$ cat src/rtl/stage_sequencer.sv
// Multi-cycle Y86-64 stage controller: steps fetch..PC update one stage at a time,
// waits on RAM completion and classifies faults/halts into a Y86 status code.
module stage_sequencer #(
  parameter int unsigned MEM_WAIT_MAX = 15,
  parameter int unsigned CNT_W        = 32
) (
  input  logic             clk_i,
  input  logic             rst_i,
  input  logic             start_i,
  input  logic [3:0]       icode_i,
  input  logic             instr_valid_i,
  input  logic             imem_error_i,
  input  logic             dmem_error_i,
  input  logic             mem_ready_i,
  output logic             ram_instr_rd_o,
  output logic             fetch_en_o,
  output logic             decode_en_o,
  output logic             execute_en_o,
  output logic             mem_rd_o,
  output logic             mem_wr_o,
  output logic             wb_en_o,
  output logic             pc_en_o,
  output logic [2:0]       stat_o,
  output logic             busy_o,
  output logic             halted_o,
  output logic [2:0]       state_o,
  output logic [CNT_W-1:0] instr_count_o
);

  localparam int unsigned WAIT_W = (MEM_WAIT_MAX < 2) ? 1 : $clog2(MEM_WAIT_MAX + 1);

  localparam logic [2:0] STAT_AOK = 3'd1;
  localparam logic [2:0] STAT_HLT = 3'd2;
  localparam logic [2:0] STAT_ADR = 3'd3;
  localparam logic [2:0] STAT_INS = 3'd4;

  typedef enum logic [2:0] {
    S_IDLE      = 3'd0,
    S_FETCH     = 3'd1,
    S_DECODE    = 3'd2,
    S_EXECUTE   = 3'd3,
    S_MEMORY    = 3'd4,
    S_WRITEBACK = 3'd5,
    S_PCUPD     = 3'd6,
    S_HALT      = 3'd7
  } state_t;

  state_t            state, state_nxt;
  logic [2:0]        stat, stat_nxt;
  logic [3:0]        icode_q, icode_nxt;
  logic [WAIT_W-1:0] wait_cnt, wait_nxt;
  logic [CNT_W-1:0]  count, count_nxt;
  logic              wait_limit;
  logic              is_mem, is_rd, is_wr;

  always_ff @(posedge clk_i or posedge rst_i) begin
    if (rst_i) begin
      state    <= S_IDLE;
      stat     <= STAT_AOK;
      icode_q  <= '0;
      wait_cnt <= '0;
      count    <= '0;
    end else begin
      state    <= state_nxt;
      stat     <= stat_nxt;
      icode_q  <= icode_nxt;
      wait_cnt <= wait_nxt;
      count    <= count_nxt;
    end
  end

  assign is_rd  = (icode_q == 4'h5) || (icode_q == 4'h9) || (icode_q == 4'hB);
  assign is_wr  = (icode_q == 4'h4) || (icode_q == 4'h8) || (icode_q == 4'hA);
  assign is_mem = is_rd || is_wr;
  assign wait_limit = (MEM_WAIT_MAX != 0) && (wait_cnt == WAIT_W'(MEM_WAIT_MAX));

  // wait_nxt defaults to zero so every state change clears it on entry to FETCH/MEMORY
  always_comb begin
    state_nxt = state;
    stat_nxt  = stat;
    icode_nxt = icode_q;
    wait_nxt  = '0;
    count_nxt = count;
    case (state)
      S_IDLE: begin
        if (start_i) begin
          state_nxt = S_FETCH;
          stat_nxt  = STAT_AOK;
        end
      end
      S_FETCH: begin
        if (mem_ready_i) begin
          if (imem_error_i) begin
            state_nxt = S_HALT;
            stat_nxt  = STAT_ADR;
          end else if (!instr_valid_i) begin
            state_nxt = S_HALT;
            stat_nxt  = STAT_INS;
          end else if (icode_i == 4'h0) begin
            state_nxt = S_HALT;
            stat_nxt  = STAT_HLT;
          end else begin
            icode_nxt = icode_i;
            state_nxt = S_DECODE;
          end
        end else if (wait_limit) begin
          state_nxt = S_HALT;
          stat_nxt  = STAT_ADR;
        end else begin
          wait_nxt = wait_cnt + 1'b1;
        end
      end
      S_DECODE:  state_nxt = S_EXECUTE;
      S_EXECUTE: state_nxt = is_mem ? S_MEMORY : S_WRITEBACK;
      S_MEMORY: begin
        if (mem_ready_i) begin
          if (dmem_error_i) begin
            state_nxt = S_HALT;
            stat_nxt  = STAT_ADR;
          end else begin
            state_nxt = S_WRITEBACK;
          end
        end else if (wait_limit) begin
          state_nxt = S_HALT;
          stat_nxt  = STAT_ADR;
        end else begin
          wait_nxt = wait_cnt + 1'b1;
        end
      end
      S_WRITEBACK: state_nxt = S_PCUPD;
      S_PCUPD: begin
        count_nxt = count + 1'b1;
        state_nxt = S_FETCH;
      end
      S_HALT:  state_nxt = S_HALT;
      default: state_nxt = S_IDLE;
    endcase
  end

  always_comb begin
    ram_instr_rd_o = 1'b0;
    fetch_en_o     = 1'b0;
    decode_en_o    = 1'b0;
    execute_en_o   = 1'b0;
    mem_rd_o       = 1'b0;
    mem_wr_o       = 1'b0;
    wb_en_o        = 1'b0;
    pc_en_o        = 1'b0;
    case (state)
      S_FETCH: begin
        ram_instr_rd_o = 1'b1;
        fetch_en_o     = 1'b1;
      end
      S_DECODE:  decode_en_o  = 1'b1;
      S_EXECUTE: execute_en_o = 1'b1;
      S_MEMORY: begin
        mem_rd_o = is_rd;
        mem_wr_o = is_wr;
      end
      S_WRITEBACK: wb_en_o = 1'b1;
      S_PCUPD:     pc_en_o = 1'b1;
      default: ;
    endcase
  end

  assign stat_o        = stat;
  assign state_o       = state;
  assign busy_o        = (state != S_IDLE) && (state != S_HALT);
  assign halted_o      = (state == S_HALT);
  assign instr_count_o = count;

endmodule

$ cat config.mk
export PLATFORM = sky130hd
export DESIGN_NAME = stage_sequencer
export DESIGN_NICKNAME = d
export VERILOG_FILES = /design/src/rtl/stage_sequencer.sv
export SDC_FILE = /design/constraint.sdc
export NUM_CORES = 1
export LEC_CHECK = 0
export BUFFER_PORTS_ARGS = -buffer_cell sky130_fd_sc_hd__buf_4
export CAP_MARGIN = 10
export CORE_ASPECT_RATIO = 0.7
export CORE_MARGIN = 2
export CORE_UTILIZATION = 49
export CTS_CLUSTER_DIAMETER = 80
export CTS_CLUSTER_SIZE = 20
export DETAILED_ROUTE_END_ITERATION = 10
export GPL_ROUTABILITY_DRIVEN = 0
export GPL_TIMING_DRIVEN = 0
export HOLD_SLACK_MARGIN = 0.12
export PLACE_DENSITY = 0.75
export SLEW_MARGIN = 25
export SYNTH_ARGS = -nofsm -noshare
export SYNTH_HDL_FRONTEND = slang
export SYNTH_SLANG_ARGS = --single-unit
$ cat constraint.sdc
create_clock -name clk_i -period 3.2 [get_ports clk_i]
set_input_delay 0.64 -clock clk_i [delete_from_list [all_inputs] [get_ports clk_i]]
set_output_delay 0.64 -clock clk_i [all_outputs]
set_load 0.02 [all_outputs]
=== Word level (Yosys, flattened, before mapping) ===
Cells that the tools add are included.

* Add/subtract/negate cells: 2
* Multiply operators: 0
* Div/mod/pow operators: 0
* Order comparisons: 0
* Equal/unequal tests: 18
* Shift operators: 0
* Multiplexer cells: 28
* Bitwise logic cells: 2
* Reductions and logical operators: 13

{| class="wikitable"
|+ Operators by type and width
! kind !! count
|-
| 3-bit two-way mux || 14
|-
| 32-bit by 1-bit adder with 32-bit output, second input constant || 1
|-
| 3-bit case mux with 8 select lines || 1
|-
| 4-bit == test, second input constant || 5
|-
| 3-bit == test, second input constant || 4
|-
| 4-bit two-way mux || 3
|-
| 3-bit case mux with 3 select lines || 1
|-
| 4-bit by 3-bit == test with 1-bit output, second input constant || 2
|-
| 1-bit two-way mux || 8
|-
| 3-bit by 2-bit == test with 1-bit output, second input constant || 2
|-
| 3-bit inequality test, second input constant || 2
|-
| 3-bit nonzero test || 2
|-
| 1-bit logical OR || 5
|-
| 5-bit inequality test, second input constant || 1
|-
| 5-bit AND reduction || 1
|-
| 4-bit by 1-bit adder with 4-bit output, second input constant || 1
|-
| 4-bit logical NOT || 1
|-
| 4-bit AND reduction || 1
|-
| 3-bit by 1-bit == test with 1-bit output, second input constant || 1
|-
| 3-bit logical NOT || 1
|-
| 2-bit two-way mux || 1
|-
| 2-bit inequality test, second input constant || 1
|-
| 1-bit NOT || 2
|-
| 2-bit OR reduction || 1
|-
| 1-bit logical AND || 1
|}

* Bits in registers: 46
* Latch bits: 0
* Bits in writable memories: 0
* Memory bits (read-only): 0
* Input port bits: 11
* Output and inout port bits: 48
* Logic and storage cells: 68
* Memories kept: 0

=== Depth between registers and ports, before layout ===
Gate-level depths: netlist of run 1.

* Depth after elaboration: 6
* Mapped depth: 6
* Gate-level depth less buffers: 5

=== Worst setup path before layout of run 1 ===
OpenSTA, ideal clock, no wires.

* Path type: reg2out
* Start point: register state[1] (netlist: state_o[1])
* End point: output port execute_en_o
* Arrival: 1.540 ns
* Required time: 2.560 ns
* Slack: 1.020 ns
* Cell stages (with the launch flop): 4
* Buffers on the path: 1
* Path through: dfrtp_1 clkbuf_1 inv_1 nor3b_1

* Word-level cells in the longest chain between the ends: 2

{| class="wikitable"
|+ RTL lines
! what !! line !! text
|-
| start: declaration || 48 || <nowiki>state_t state, state_nxt;</nowiki>
|-
| start signal: assignment || 64 || <nowiki>state <= state_nxt;</nowiki>
|-
| 3-bit by 2-bit == test with 1-bit output || 149 || <nowiki>case (state)</nowiki>
|-
| 1-bit two-way mux || 149 ||
|-
| end: declaration || 18 || <nowiki>output logic execute_en_o,</nowiki>
|}

Every way passes these cells.

=== Final worst setup path of run 1 ===
Same ends and word-level chain as after synthesis.

==> results of run 1 <==
==> state kept, by name, indices dropped and copies added (netlist names) <==
name	flops
state_o	3
wait_cnt	4
stat_o	3
icode_q	4
instr_count_o	32
==> routing by layer <==
layer,track usage (%),wire length (um),up-vias
li1,-,-,882
met5,0,0,-
met2,29.6,1970,41
met1,29.0,2550,861
met4,8.16,59,0
met3,4.22,224,5
==> layout make-up <==
type / instances / area share, %
Inverter: 7 / 0.921
Multi-Input combinational cell: 147 / 35.8
Sequential cell: 46 / 40.4
Buffer: 8 / 1.27
Tap cell: 55 / 2.41
Timing Repair Buffer: 59 / 16.0
Clock buffer: 8 / 3.16
==> worst register-to-register path: cells and delay by family (launching register included) <==
family,cells,cell delay (ns)
xor gates and xnor gates,1,0.16
and+or+nand+nor,3,1.26
buffers and inverters,1,0.20
DFF,1,0.35
==> metrics by stage <==
stage	utilization, %	hold slack [ns]	cells	total power [uW]	instance area, um2
final	65.5	0.302	330	1770	2850
after global routing	65.5	0.327	330	1880	2850
after CTS	65.5	0.304	330	1780	2850
after detailed placement	63.4	0.454	322	1420	2760
after global placement	63.0	0.455	321	1400	2740
after floorplan	-	0.430	208	1170	2240
==> power by group through the flow <==
| stage | registers [uW] | clock network (uW) | logic, uW |
|---|---|---|---|
| 2_1_floorplan | 814 | 0 | 358 |
| 3_3_place_gp | 757 | 0 | 648 |
| 3_5_place_dp | 760 | 0 | 661 |
| 4_1_cts | 748 | 371 | 662 |
| 5_1_grt | 762 | 396 | 721 |
| 6_report | 750 | 362 | 661 |
==> logic make-up after synthesis <==
family,Yosys count,share of synthesized area (%)
flip-flops,46,51.5
AO/OA/AOI/OAI,15,4.92
buffers and inverters,15,2.80
AND/OR/NAND/NOR,92,24.3
adder cells (fa/ha/maj),2,1.12
multiplexers,5,2.46
XOR/XNOR,33,12.9
==> worst max-delay path by stage <==
| stage | from | to | slack [ns] | depth (start not counted) |
|---|---|---|---|---|
| after floorplan | state_o[1] | execute_en_o | 1.02 | 3 |
| after global placement | rst_i | instr_count_o[11] | 0.90 | 2 |
| after detailed placement | icode_i[1] | stat_o[1] | 0.93 | 5 |
| after CTS | state_o[1] | execute_en_o | 0.75 | 4 |
| after global routing | state_o[1] | decode_en_o | 0.56 | 4 |
| final | state_o[1] | execute_en_o | 0.75 | 4 |
==> synth_stat cells (all sizes together) <==
cell     count  area share [%]
dfrtp       45              50
a31oi        1            0.28
buf          4            0.95
and4         3             1.2
dfstp        1             1.2
xor2         9             3.5
clkbuf       4            0.67
nor4         6             1.7
mux2         4             2.0
nand2b       2            0.56
o22a         2            0.78
nor2        13             2.2
nand2       11             1.8
or4          1            0.34
nand4       18             5.0
mux2i        1            0.45
o41ai        1            0.39
nor2b        3            0.84
inv          7             1.2
o211a        1            0.45
nor3b        3             1.2
and3         8             2.2
nor4b        2             1.1
nor3         8             2.2
nand3b       2            0.67
nand3       10             2.2
a22o         1            0.39
a2111oi      1            0.67
o21ai        3            0.67
ha           2             1.1
or3          1            0.28
o21a         1            0.34
a21oi        3            0.67
nand4b       1            0.67
o22ai        1            0.28
xnor2       24             9.4
==> summary.txt, run 1 <==
Worst Path Arrival - 1.81 ns
fin crit share - 76.7%
Slew HR - 42.8%
Cell Pwr Density - 622 mW/mm2
CTS tree - done
yosys warns - 0
Place WS - 0.926 ns
Peak VDD IR - 0.000471 V
die width - 84.8 um
TritonCTS buffer count - 5
critical path class - reg2out
FF/Latch Area - 0.00115 mm2
switch share - 36.3%
Critical Path, Cell by Cell - clkbuf_1 > inv_1 > nor3b_1 > buf_4
Worst R2R End - instr_count_o[27]
Pint - 1130 uW
number of max-slew violations in the final report - 0
crit-path max cell delay - 0.50 ns
fmax - 408 MHz
initial core utilization - 51.4%
Yosys cell types - 41
CTS Hold Bufs - 0
Root Buffer - clkbuf_8
first-pass GRT wire length - 7800 um
Worst Path Buf+Inv - 3
drt pass-1 iters - 4
Worst Max-Slew Pin Slew - 0.850 ns
most common cell after layout, fill and taps aside - buf_4
Post-Synthesis Cells - 208
share of cells above drive strength 1 - 29.1%
largest net degree at the start of global routing - 33
HP Class - in2async
clock network fraction of design power - 20.4%
CTS H-tree lvls - 2
antenna-violating nets left - 0
Setup violations, final - 0
io pins - 59
Setup TNS - 0 ns
slowest library cell on the worst path - dfrtp_1
ANT cells - 0
RSZ-0062 raised after global routing - false
die height - 60.5 um
die area - 0.00513 mm2
area occupied by multi-input gates - 0.00102 mm2
Iter 0 DRT Violations - 99
FF-to-FF setup slack - 1.14 ns
# Post-CTS Setup Buffers - 0
leakage power - 0.00137 uW
PnR worst setup slack - 0.746 ns
Skew-Pair Late Insertion Delay - 0.30 ns
Post-Syn Nets - 221
vias in the first global route - 1652
max_cap viols - 0
syn avg cell area - 10.8 um2
register area share after synthesis - 51.5%
Congestion Overflow GR - 0
Reg clk slew, reported paths - 0.08 ns
Area Overhead vs Synth - 27.5%
worst r2r src - state_o[2]
routed wire length - 4810 um
initial antenna violation count - 0
WL/cell - 14.6 um
post_cts resized - 0
Clock Skews - 0.00521 ns
flops & latches, synth - 46
Gate power share - 37.3%
Cell Rows - 20
crit-path max FO - 10
Placeable Area - 0.00435 mm2
Fill cells - 371
CTS Buffer Depth - 2
sequential group share of total power - 42.3%
CP Capture Type - primary output
Switch Pwr - 644 uW
family with the most delay on the worst path - buffers and inverters
Worst setup SP type - flip-flop
Final HPWL DP - 3580 um
final number of hold-violating endpoints - 0
Crit path required time - 2.56 ns
final worst path period need - 2.45 ns
input/output buffers - 58
post-detailed-route DRC marker count - 0
vias per std cell - 5.42
Clock Sinks - 46
GRT Total Usage - 19.9%
most frequent cells in the layout - 59 x buf_4, 45 x dfrtp_1, 24 x xnor2_1
via count - 1789
outcome - complete, no violations
post-synthesis cell area - 0.00224 mm2
R2R depth - 5
nets - 287
No activity file was read; power rests on OpenSTA's default activity.
==> run 2, diff against run 1 <==
--- a/config.mk
+++ b/config.mk
@@ -5,6 +5,7 @@
 export SDC_FILE = /design/constraint.sdc
 export NUM_CORES = 1
 export LEC_CHECK = 0
+export ABC_AREA = 1
 export BUFFER_PORTS_ARGS = -buffer_cell sky130_fd_sc_hd__buf_4
 export CAP_MARGIN = 10
 export CORE_ASPECT_RATIO = 0.7
@@ -16,7 +17,7 @@
 export GPL_ROUTABILITY_DRIVEN = 0
 export GPL_TIMING_DRIVEN = 0
 export HOLD_SLACK_MARGIN = 0.12
-export PLACE_DENSITY = 0.75
+export PLACE_DENSITY = 0.77
 export SLEW_MARGIN = 25
 export SYNTH_ARGS = -nofsm -noshare
 export SYNTH_HDL_FRONTEND = slang
==> constraint.sdc (replaced) <==
create_clock -name clk_i -period 2.1 [get_ports clk_i]
set_input_delay 0.42 -clock clk_i [delete_from_list [all_inputs] [get_ports clk_i]]
set_output_delay 0.42 -clock clk_i [all_outputs]
set_load 0.02 [all_outputs]
==> run 2 against run 1 <==
Die area up 13%. Clock power increased by 56%. Synthesized area grew 14%. Combinational power decreased by 91%. Critical path type unchanged. Synthesized cell count increased by 56%. Critical endpoint is now mem_wr_o.
==> summary.txt, run 2 <==
antenna-violating nets left - 0 (unchanged)
Yosys top cell by area - dfrtp_1
crit-path max cell delay - 0.39 ns (-0.11 ns)
dominant synthesized flop cell - dfrtp_1
Yosys cell types - 32 (-22%)
post-layout util - 65.3% (-0.20 points)
Congestion Overflow GR - 0 (unchanged)
Fill cells - 444 (+20%)
Clock Skews - 0.00798 ns (+0.00277 ns)
die width - 90.2 um (+6.5%)
Worst setup SP type - flip-flop
CTS tree - done
Worst Max-Slew Pin Slew - 0.724 ns (-0.126 ns)
Worst Setup SP - state_o[1]
most common cell after layout, fill and taps aside - nand2_1
Iter 0 DRT Violations - 117 (+18%)
largest net degree at the start of global routing - 25 (-24%)
register area share after synthesis - 45.2% (-6.3 points)
worst r2r src - instr_count_o[1]
first-pass GRT wire length - 9110 um (+17%)
Post-synth EDFFs - 0 (unchanged)
fmax - 505 MHz
flops & latches, synth - 46 (unchanged)
# Post-CTS Setup Buffers - 0 (unchanged)
outcome - complete, no violations
HP Class - in2async
leakage power - 0.00170 uW (+25%)
number of max-slew violations in the final report - 0 (unchanged)
initial antenna violation count - 0 (unchanged)
final worst path period need - 1.98 ns
CP dominant cell by count - nand2_1
max_cap viols - 0 (unchanged)
fin crit share - 94.4%
final std cells w/o fill - 460 (+39%)
Placeable Area - 0.00489 mm2 (+12%)
Critical Path, Cell by Cell - buf_2 > nor2_4 > nand2_1 > inv_2 > nand2_1 > nor2_1 > buf_4
Cell Pwr Density - 476 mW/mm2 (-23%)
crit-path max FO - 7 (-3)
die height - 64.4 um (+6.3%)
via count - 2234 (+25%)
Cell Rows - 21 (+5.0%)
Worst Path Arrival - 1.56 ns (-0.25 ns)
top cells by area, synth - dfrtp_1 44%, nand2_1 14%, inv_1 6.5%
vias per std cell - 4.86 (-10%)
nets - 403 (+40%)
initial core utilization - 52.2% (+0.82 points)
drt pass-1 iters - 4 (unchanged)
Area Overhead vs Synth - 25.1%
Synth Area in Compound Gates - 3.73% (-1.2 points)
yosys warns - 0 (unchanged)
Skew-Pair Late Insertion Delay - 0.31 ns (about the same)
post-detailed-route DRC marker count - 0 (unchanged)
GRT Total Usage - 19.8% (-0.10 points)
TritonCTS buffer count - 5 (unchanged)
die area - 0.00581 mm2 (+13%)
CTS H-tree lvls - 2 (unchanged)
ys async rst share - 100% (unchanged)
io pins - 59 (unchanged)
largest family of logic cells by synthesized area - simple AND/OR/NAND/NOR gates
slowest library cell on the worst path - dfrtp_1
FF-to-FF setup slack - 0.47 ns (-0.67 ns)
Setup violations, final - 0 (unchanged)
Post-Place Cells - 452 (+40%)
input/output buffers - 58 (unchanged)
routed wire length - 5340 um (+11%)
Root Buffer - clkbuf_8
vias in the first global route - 1983 (+20%)
Slew HR - 51.4% (+8.6 points)
most frequent cell after synthesis - nand2_1
Synth Area in Simple Gates - 34.2% (+9.9 points)
syn avg cell area - 7.87 um2 (-27%)
critical path class - reg2out
multiplexer share of the synthesized area - 0.392% (-2.1 points)
top-area cell type share of the netlist area - 44.1% (-6.2 points)
Synth top cells by count - 94 x nand2_1, 45 x dfrtp_1, 44 x inv_1
ANT cells - 0 (unchanged)
CTS Buffer Depth - 2 (unchanged)
RSZ-0062 raised after global routing - false
Post-Synthesis Cells - 324 (+56%)
share of cells above drive strength 1 - 23.8% (-5.3 points)
number of flip-flops in the largest register - 32 (unchanged)
Post-Syn Nets - 337 (+52%)
CP Capture Type - primary output
Worst R2R End - instr_count_o[30]
Clock Sinks - 46 (unchanged)
Final HPWL DP - 4190 um (+17%)
R2R depth - 6 (+1)
Peak VDD IR - 0.000344 V (-27%)
final number of hold-violating endpoints - 0 (unchanged)
Crit path required time - 1.68 ns (-0.88 ns)
most frequent cells in the layout - 94 x nand2_1, 59 x buf_4, 45 x dfrtp_1
WL/cell - 11.6 um (-20%)
Reg clk slew, reported paths - 0.09 ns (about the same)
post-synthesis cell area - 0.00255 mm2 (+14%)
post-synthesis xor/xnor area fraction - 7.90% (-5.0 points)
CTS Hold Bufs - 0 (unchanged)
Synth Area in Adders - 0.981% (-0.14 points)
## run 2: changes by cell type after synthesis, moves of 4 or more
cell	delta
o21ai_0	+6
nand4_1	-10
and3_1	-8
xor2_1	+5
xnor2_1	-15
clkbuf_1	-4
nor4_1	-6
mux2_2	-4
nor2_1	+20
inv_1	+37
nand2_1	+83
nand3_1	+12
nor2_4	+6
## run 2: worst max-delay path, delay by kind of cell (launching register included)
family / cells / cell delay (ns)
AND/OR/NAND/NOR: 4 / 0.44
buffers and inverters: 3 / 0.44
flip-flops: 1 / 0.39
## run 2: area by class of cell
| cell class | count | area [um2] | share of cell area, % |
|---|---|---|---|
| sequential | 46 | 1150 | 36.1 |
| multi-input combinational | 228 | 1210 | 38.0 |
| timing repair buffer | 59 | 455 | 14.3 |
| buffer | 2 | 12.5 | 0.392 |
| tap | 69 | 86.3 | 2.71 |
| inverter | 48 | 183 | 5.73 |
| clock buffer | 5 | 68.8 | 2.16 |
| clock inverter | 3 | 21.3 | 0.667 |
## run 2: where the power goes
part | total (uW) | internal [uW] | leakage [uW] | switching [uW]
registers | 893 | 891 | 0.000609 | 2.38
clock network | 564 | 234 | 0.0000441 | 330
logic | 62.6 | 24.7 | 0.00105 | 37.9
## run 2: timing repair
item                                    CTS  global route
endpoints found under the setup margin    2             2
gates resized for setup                   1             2
cloned                                    0             0
## run 2: stage by stage
step                      cell area, um2  setup TNS [ns]  setup WS (ns)  power (uW)  hold WS, ns
after CTS                           3190               0         0.0683        1530        0.148
final                               3190               0          0.118        1520        0.131
after global placement              3070          -0.244       -0.00732         969        0.459
after global routing                3190               0         0.0140        1580        0.147
after detailed placement            3090               0          0.348         975        0.458
after floorplan                     2550               0          0.325         941        0.430
## run 2: how the worst max path moves through the flow
| stage | endpoint | slack [ns] |
|---|---|---|
| after floorplan | mem_rd_o | 0.33 |
| after global placement | instr_count_o[25] | -0.007 |
| after detailed placement | mem_wr_o | 0.35 |
| after CTS | mem_wr_o | 0.07 |
| after global routing | mem_wr_o | 0.01 |
| final | mem_wr_o | 0.12 |
## run 2: kinds of logic after synthesis
kind of cell	count (synthesis)
AOI/OAI and AO/OA	17
muxes	1
buffers and inverters	50
xor gates and xnor gates	23
DFF	46
and+or+nand+nor	185
adders and majority gates	2
## run 2: per-layer routing
layer	GRT usage (%)	part of all wire, %
met1	30.2	52
met2	27.9	41
met3	5.07	5.5
met4	5.19	0.86
met5	0	0
==> run 3, diff against run 2 <==
--- a/config.mk
+++ b/config.mk
@@ -10,14 +10,14 @@
 export CAP_MARGIN = 10
 export CORE_ASPECT_RATIO = 0.7
 export CORE_MARGIN = 2
-export CORE_UTILIZATION = 49
+export CORE_UTILIZATION = 30
+export CTS_BUF_LIST = sky130_fd_sc_hd__clkbuf_8
 export CTS_CLUSTER_DIAMETER = 80
 export CTS_CLUSTER_SIZE = 20
 export DETAILED_ROUTE_END_ITERATION = 10
 export GPL_ROUTABILITY_DRIVEN = 0
 export GPL_TIMING_DRIVEN = 0
 export HOLD_SLACK_MARGIN = 0.12
-export PLACE_DENSITY = 0.77
 export SLEW_MARGIN = 25
 export SYNTH_ARGS = -nofsm -noshare
 export SYNTH_HDL_FRONTEND = slang
==> run 3 against run 2 <==
Clock-buffer cell count did not move. Critical path depth fell by 1. Fmax rose by 0.97%. Clock skew rose by 0.0035 ns. Wire length rose by 5.0%. Worst hold slack improved by 0.010 ns. Critical path type unchanged. Clock power rose by 21%. Critical endpoint is now ram_instr_rd_o. Highest routed layer unchanged. Final cell count rose by 7.8%.
==> summary.txt, run 3 (same netlist as run 2, synthesis figures left out) <==
Placeable Area - 0.00834 mm2 (+71%)
Root Buffer - clkbuf_8
number of flip-flops in the largest register - 32 (unchanged)
slowest library cell on the worst path - dfrtp_1
Worst setup SP type - flip-flop
die width - 114 um (+27%)
leakage power - 0.00172 uW (+0.85%)
Crit path required time - 1.68 ns (about the same)
final number of hold-violating endpoints - 0 (unchanged)
input/output buffers - 58 (unchanged)
Worst Path Buf+Inv - 4 (+1)
Cell Rows - 28 (+33%)
Worst Max-Slew Pin Slew - 0.734 ns (+0.0107 ns)
ANT cells - 0 (unchanged)
Setup violations, final - 0 (unchanged)
Peak VDD IR - 0.000251 V (-27%)
Worst Path Arrival - 1.54 ns (-0.02 ns)
Slew HR - 50.7% (-0.72 points)
initial core utilization - 30.6% (-22 points)
CTS Hold Bufs - 0 (unchanged)
GR peak layer - met2
crit-path max FO - 7 (unchanged)
CP Capture Type - primary output
Clock Sinks - 46 (unchanged)
die height - 81.2 um (+26%)
routed wire length - 5600 um (+5.0%)
CTS Buffer Depth - 2 (unchanged)
nets - 403 (unchanged)
Iter 0 DRT Violations - 68 (-42%)
most common cell after layout, fill and taps aside - nand2_1
max_cap viols - 0 (unchanged)
CTS tree - done
Post-Place Cells - 488 (+8.0%)
first-pass GRT wire length - 9470 um (+3.9%)
vias in the first global route - 2038 (+2.8%)
RSZ-0062 raised after global routing - false
most frequent cells in the layout - 94 x nand2_1, 59 x buf_4, 45 x dfrtp_1
HP Class - in2async
Area Overhead vs Synth - 27.7%
via count - 2204 (-1.3%)
TritonCTS buffer count - 5 (unchanged)
CTS H-tree lvls - 2 (unchanged)
family with the most delay on the worst path - buffers and inverters
post-detailed-route DRC marker count - 0 (unchanged)
Clock Skews - 0.0115 ns (+0.00350 ns)
die area - 0.00927 mm2 (+60%)
drt pass-1 iters - 4 (unchanged)
number of max-slew violations in the final report - 0 (unchanged)
vias per std cell - 4.44 (-8.5%)
CP dominant cell by count - buf_4
largest net degree at the start of global routing - 27 (+8.0%)
GRT met3 Usage - 2.69% (-2.4 points)
final worst path period need - 1.96 ns (-0.0190 ns)
met1 usage - 17.6% (-13 points)
critical path class - reg2out
Final HPWL DP - 4420 um (+5.6%)
share of cells above drive strength 1 - 23.8% (unchanged)
Cell Pwr Density - 502 mW/mm2 (+5.5%)
antenna-violating nets left - 0 (unchanged)
Hold Slack - 0.141 ns (+0.0102 ns)
crit-path max cell delay - 0.39 ns (about the same)
GRT Total Usage - 12.7% (-7.1 points)
Skew-Pair Late Insertion Delay - 0.30 ns (about the same)
fmax - 509 MHz (+0.97%)
fin crit share - 93.5% (-0.90 points)
final std cells w/o fill - 496 (+7.8%)
Reg clk slew, reported paths - 0.10 ns (about the same)
WL/cell - 11.3 um (-2.6%)
outcome - complete, no violations
Critical Path, Cell by Cell - buf_2 > inv_1 > nand2_2 > nor2_4 > buf_4 > buf_4
initial antenna violation count - 0 (unchanged)
io pins - 59 (unchanged)
met2 usage - 20.8% (-7.1 points)
Congestion Overflow GR - 0 (unchanged)
[run 3: cell count changes in the layout (fill, tap and decap cells not counted), sizes merged]
cell	previous run	this run
clkinvlp	1	0
clkinv	2	1
inv	48	49
bufinv	0	1
[run 3: worst paths after layout]
kind,depth (start not counted),slack [ns],to,from
worst max-delay path,6,0.14,ram_instr_rd_o,state_o[1]
worst min-delay path,2,0.14,wait_cnt[2],rst_i
worst max register to register,7,0.48,instr_count_o[29],instr_count_o[13]
worst min register to register,1,0.48,wait_cnt[0],wait_cnt[0]
max in group asynchronous,3,1.45,instr_count_o[11],rst_i
min in group clk_i,2,0.30,wait_cnt[1],mem_ready_i
[run 3: stage by stage]
step,TNS (ns),setup WS (ns),utilization (%),cell area (um2),total power (uW)
after floorplan,0,0.325,-,2550,941
after global placement,-4.04,-0.0909,37.4,3120,970
after detailed placement,0,0.317,37.6,3140,976
after CTS,0,0.0649,39.0,3250,1660
after global routing,0,0.0134,39.1,3260,1700
final,0,0.137,39.1,3260,1640
[run 3: report_power, final]
part / internal, uW / total (uW) / switching (uW) / leakage (uW)
combinational: 24.7 / 63.4 / 38.7 / 0.00105
clock: 357 / 681 / 323 / 0.0000585
sequential: 891 / 893 / 2.61 / 0.000609
total: 1270 / 1640 / 365 / 0.00172
[run 3: worst register-to-register path: stages (launching register included)]
cell	delay, ns
dfrtp_1	0.44
nand2_1	0.07
inv_1	0.10
nand2_1	0.06
nor3_1	0.57
nand3_1	0.14
nand2_1	0.09
nand2_1	0.05
[run 3: layout make-up]
type,instances,area (um2)
buffer,2,12.5
fill,871,5080
sequential,46,1150
timing repair buffer,59,455
inverter,48,183
clock buffer,5,68.8
tap,105,131
clock inverter,3,43.8
multi-input combinational,228,1210
[run 3: routing by layer]
metal,vias up,share of wire (%)
met5,-,0
li1,1146,-
met1,1013,52
met2,43,44
met4,0,0.34
met3,2,3.9
[run 3: what timing repair did]
item	4_1_cts	5_1_grt
setup endpoints to repair	2	2
gates resized for setup	1	2
buffers inserted	0	0
pin swaps	0	0
